File: src/rtl/sample_reorder_buffer_pkg.sv
// sample_reorder_buffer_pkg: shared FSM state type and default geometry for the sample reorder buffer.
package sample_reorder_buffer_pkg;
  localparam int DEF_DATA_WIDTH = 32;
  localparam int DEF_LOG2_N = 3;
  typedef enum logic {FILL = 1'b0, DRAIN = 1'b1} state_e;
endpackage

File: src/rtl/bit_reverse.sv
// bit_reverse: combinational reversal of a WIDTH-bit index.
//   a_i : index to reverse
//   y_o : a_i with bit order reversed (bit 0 <-> bit WIDTH-1)
module bit_reverse #(
  parameter int WIDTH = 3
) (
  input  logic [WIDTH-1:0] a_i,
  output logic [WIDTH-1:0] y_o
);
  for (genvar g = 0; g < WIDTH; g++) begin : g_rev
    assign y_o[g] = a_i[WIDTH-1-g];
  end
endmodule

File: src/rtl/sample_reorder_buffer.sv
// sample_reorder_buffer: collects a frame of N samples in bit-reversed slots, then streams them out in slot order.
//   clk       : single clock, all state updates on posedge
//   clr_n     : asynchronous active-low reset (clears FSM, counters, frame count and storage)
//   abort     : synchronous frame abort, blocks handshakes and restarts filling
//   in_valid  / in_ready  / in_data            : upstream sample stream (accepted only while filling)
//   out_valid / out_ready / out_data / out_last : reordered stream, out_last marks slot N-1
//   frame_cnt : number of fully drained frames, wraps at 256
module sample_reorder_buffer
  import sample_reorder_buffer_pkg::*;
#(
  parameter int DATA_WIDTH = DEF_DATA_WIDTH,
  parameter int LOG2_N = DEF_LOG2_N
) (
  input  logic                  clk,
  input  logic                  clr_n,
  input  logic                  abort,
  input  logic                  in_valid,
  output logic                  in_ready,
  input  logic [DATA_WIDTH-1:0] in_data,
  output logic                  out_valid,
  input  logic                  out_ready,
  output logic [DATA_WIDTH-1:0] out_data,
  output logic                  out_last,
  output logic [7:0]            frame_cnt
);
  localparam int N = 1 << LOG2_N;
  localparam logic [LOG2_N-1:0] LAST = '1;
  state_e state_q, state_d;
  logic [LOG2_N-1:0] wr_cnt_q, wr_cnt_d, rd_cnt_q, rd_cnt_d, wr_addr;
  logic [7:0] frame_cnt_q, frame_cnt_d;
  logic [DATA_WIDTH-1:0] mem_q [N];
  logic in_hs, out_hs, fill_done, frame_done;
  bit_reverse #(.WIDTH(LOG2_N)) u_rev (.a_i(wr_cnt_q), .y_o(wr_addr));
  assign in_hs = in_valid & in_ready;
  assign out_hs = out_valid & out_ready;
  assign fill_done = in_hs & (wr_cnt_q == LAST);
  assign frame_done = out_hs & (rd_cnt_q == LAST);
  assign frame_cnt = frame_cnt_q;
  always_ff @(posedge clk or negedge clr_n) begin
    if (!clr_n) begin
      state_q <= FILL;
      wr_cnt_q <= '0;
      rd_cnt_q <= '0;
      frame_cnt_q <= '0;
    end else begin
      state_q <= state_d;
      wr_cnt_q <= wr_cnt_d;
      rd_cnt_q <= rd_cnt_d;
      frame_cnt_q <= frame_cnt_d;
    end
  end
  // Counters wrap naturally at N; abort rewinds both without touching storage or frame count.
  always_comb begin
    state_d = abort ? FILL : fill_done ? DRAIN : frame_done ? FILL : state_q;
    wr_cnt_d = abort ? '0 : wr_cnt_q + LOG2_N'(in_hs);
    rd_cnt_d = abort ? '0 : rd_cnt_q + LOG2_N'(out_hs);
    frame_cnt_d = frame_cnt_q + 8'(frame_done);
  end
  always_comb begin
    in_ready = (state_q == FILL) & ~abort;
    out_valid = (state_q == DRAIN) & ~abort;
    out_data = mem_q[rd_cnt_q];
    out_last = out_valid & (rd_cnt_q == LAST);
  end
  for (genvar g = 0; g < N; g++) begin : g_mem
    always_ff @(posedge clk or negedge clr_n) begin
      if (!clr_n) mem_q[g] <= '0;
      else if (in_hs && wr_addr == LOG2_N'(g)) mem_q[g] <= in_data;
    end
  end
endmodule

File: config.mk
export PLATFORM = sky130hd
export DESIGN_NAME = sample_reorder_buffer
export DESIGN_NICKNAME = d
export VERILOG_FILES = /design/src/rtl/sample_reorder_buffer_pkg.sv /design/src/rtl/bit_reverse.sv /design/src/rtl/sample_reorder_buffer.sv
export SDC_FILE = /design/constraint.sdc
export NUM_CORES = 1
export LEC_CHECK = 0
export CELL_PAD_IN_SITES_DETAIL_PLACEMENT = 0
export CELL_PAD_IN_SITES_GLOBAL_PLACEMENT = 2
export CORE_MARGIN = 4
export CORE_UTILIZATION = 43
export CTS_CLUSTER_SIZE = 28
export DETAILED_ROUTE_END_ITERATION = 6
export DONT_BUFFER_PORTS = 1
export GPL_ROUTABILITY_DRIVEN = 0
export PLACE_DENSITY_LB_ADDON = 0.1
export SLEW_MARGIN = 20
export SYNTH_ARGS = -nofsm -noshare
export SYNTH_HDL_FRONTEND = slang
export SYNTH_SLANG_ARGS = --single-unit
File: constraint.sdc
create_clock -name clk -period 4.6 [get_ports clk]
set_input_delay 0.46 -clock clk [delete_from_list [all_inputs] [get_ports clk]]
set_output_delay 0.46 -clock clk [all_outputs]
set_load 0.03 [all_outputs]
==> impl_metrics.ini <==
[status]
status = finished, violations left
violations = negative hold slack

[die]
io_pins = 80
start_util_pct = 43.62
dieArea_um2 = 30930
fp-row-count = 61
die_h_um = 175.9
coreArea_um2 = 27780
die_w_um = 175.9

[clocking]
cts-root-buf = clkbuf_16
clk_pin_slew_ps = 60
clkLatencyLatePin_ps = 550
h-tree-depth = 1
cts_tree = built
cts_max_path_buffers = 3
cts_sinks = 271
cts_buffers = 31
postCtsHoldBufs = 1

[timing]
holdWs_ps = -391.9
slew_headroom_pct = 24.89
slew_viol_final = 0
tightest_slew_ps = 1127
finalSetupTns_ps = 0
hold_viol = 271
setup_viol = 0
skew_ps = 9.933
rsz0062_at_grt = no
finalCriticalPeriod_ps = 3292
fmax_ghz = 0.3038
finalCritPeriodShare_pct = 71.56

[logic_synthesis]
synth_area_leaders = dfrtp_1 56%, mux2_2 26%, mux4_2 12%
synth_edf_count = 0
yosysUniqueCellTypes = 28
synth_seq_cells = 271
yosys-top-cells-count = 278 x mux2_2, 271 x dfrtp_1, 64 x mux4_2
synth_ff_type = dfrtp_1
async_reset_ff_share_pct = 100.0
ys_seq_area_share_pct = 55.96
synth_cells = 717
netlist_area_um2 = 12120
synth_top_area_share_pct = 55.96
synth.largest_area_cell = dfrtp_1
yosys_warnings = 0
synth.avg_cell_area_um2 = 16.90
synth_nets = 760
yosysMostFrequentCell = mux2_2

[global_route]
antenna_found_initial = 0
grt-ovfl-total = 0
gr-usage-all-layers_pct = 17.32
grt_max_degree = 272
grt_pass1_wl_mm = 41.88
grt_pass1_vias = 7052

[placement]
placed_cells = 1062
dpl.hpwl_mm = 15.03
port_buffers = 0

[power_and_ir_drop]
ir_drop_mv = 0.2381
p_total_w = 0.005805
power_density_nw_per_um2 = 430.8
p_leak_nw = 6.091

[worst_setup_path]
worstPathMaxFanout = 35
end_kind = output pin
path_cells = buf_12 -> mux4_2 -> mux2_2
cp.required_ps = 4140
crit_arrival_ps = 2830
cp_slowest_stage_delay_ps = 960
critPathLaunchType = flop
critPathTopFamily = flip-flops
worstSetupPathType = reg -> out
crit_buf_inv = 1
crit_slowest_cell = dfrtp_4

[finish]
num-nets-final = 761
diodes = 0
layout.cells.non_filler = 1119
drive_gt1_share_pct = 55.74
area_growth_pct = 11.18

[run]
maxCapViolCount = 0

[drt]
drt_iter0_markers = 344
first_pass_iters = 4
vias_per_cell = 5.570
vias = 6233
ant_nets = 0
drc = 0
post_drt_wl_per_cell_um = 23.42
routed_wl_mm = 26.21

[worst_hold_path]
hp-class = in -> async
worst reg2reg max path: stages, from the launching register on:
cell and delay, ps:
dfrtp_4 960, buf_12 390, nand4_1 170, nor2_1 180, ha_1 260, ha_1 240, nand3_1 100, xnor2_1 150
routing by layer:
metal  GRT usage [%]  wire length [µm]
met5               0                 0
met4           4.191               619
met3           3.853              1172
met2           30.28             13420
met1           22.11             11000
what timing repair did:
action / in CTS / in global routing
hold endpoints to repair: 277 / 271
gates resized for setup: 0 / 0
setup buffers: 0 / 0
flip-flops by register name (all words and copies together), names as in the netlist:
name	flops
wr_cnt_q	3
frame_cnt	8
state_q	1
rd_cnt_q	3
mem_q	256
layout by cell type, fill, tap and decap left out, drive strengths merged, types with 4 or more instances in the layout:
cell / synthesis / layout
nor2: 9 / 9
nand3: 8 / 8
xnor2: 7 / 7
mux2: 288 / 288
buf: 37 / 10
clkbuf: 6 / 49
dfrtp: 271 / 271
ha: 6 / 6
clkinv: 0 / 4
nor2b: 4 / 4
mux4: 64 / 64
cell families (layout without fill, tap and decap cells):
logic type,after synthesis,in the layout,synth area share (%)
compound gates,1,1,0.06197
xor+xnor,8,8,0.5782
fa+ha+maj,6,6,0.6194
buf+inv,44,68,2.251
flops,271,271,55.96
mux,352,352,38.65
simple gates,35,35,1.879
final timing paths:
check	end	start	slack, ps	cells past startpoint
min	mem_q[135]	clr_n	-390	0
max	out_data[31]	rd_cnt_q[0]	1310	3
max in group asynchronous	rd_cnt_q[2]	clr_n	4510	0
max reg2reg	frame_cnt[4]	rd_cnt_q[0]	2010	7
min reg2reg	mem_q[36]	mem_q[36]	480	1
min in group clk	mem_q[163]	in_data[3]	50	1
stage by stage:
stage | hold WS (ps) | setup WS [ps] | util (%) | cell area (µm²)
floorplan | 164.4 | 2351 | - | 12120
global placement | 177.1 | 1810 | 44.79 | 12440
detailed placement | 175.9 | 1811 | 44.79 | 12440
CTS | -412.9 | 1212 | 48.50 | 13470
global route | -422.4 | 1113 | 48.50 | 13470
finish | -391.9 | 1308 | 48.50 | 13470
area by class of cell:
type	count	area, µm²
fill	2391	14310
sequential	271	6790
multi-input combinational	402	5090
clock buffer	49	953.4
tap	378	473.0
timing repair buffer	11	97.59
clock inverter	7	66.31
inverter	1	3.754
report_power, final:
part | switching [W] | internal, W
Clock | 0.000943 | 0.00146
Sequential | 0.000117 | 0.00262
Combinational | 0.000277 | 0.000380
Total | 0.00134 | 0.00447
(Power assumes the default switching activity.)
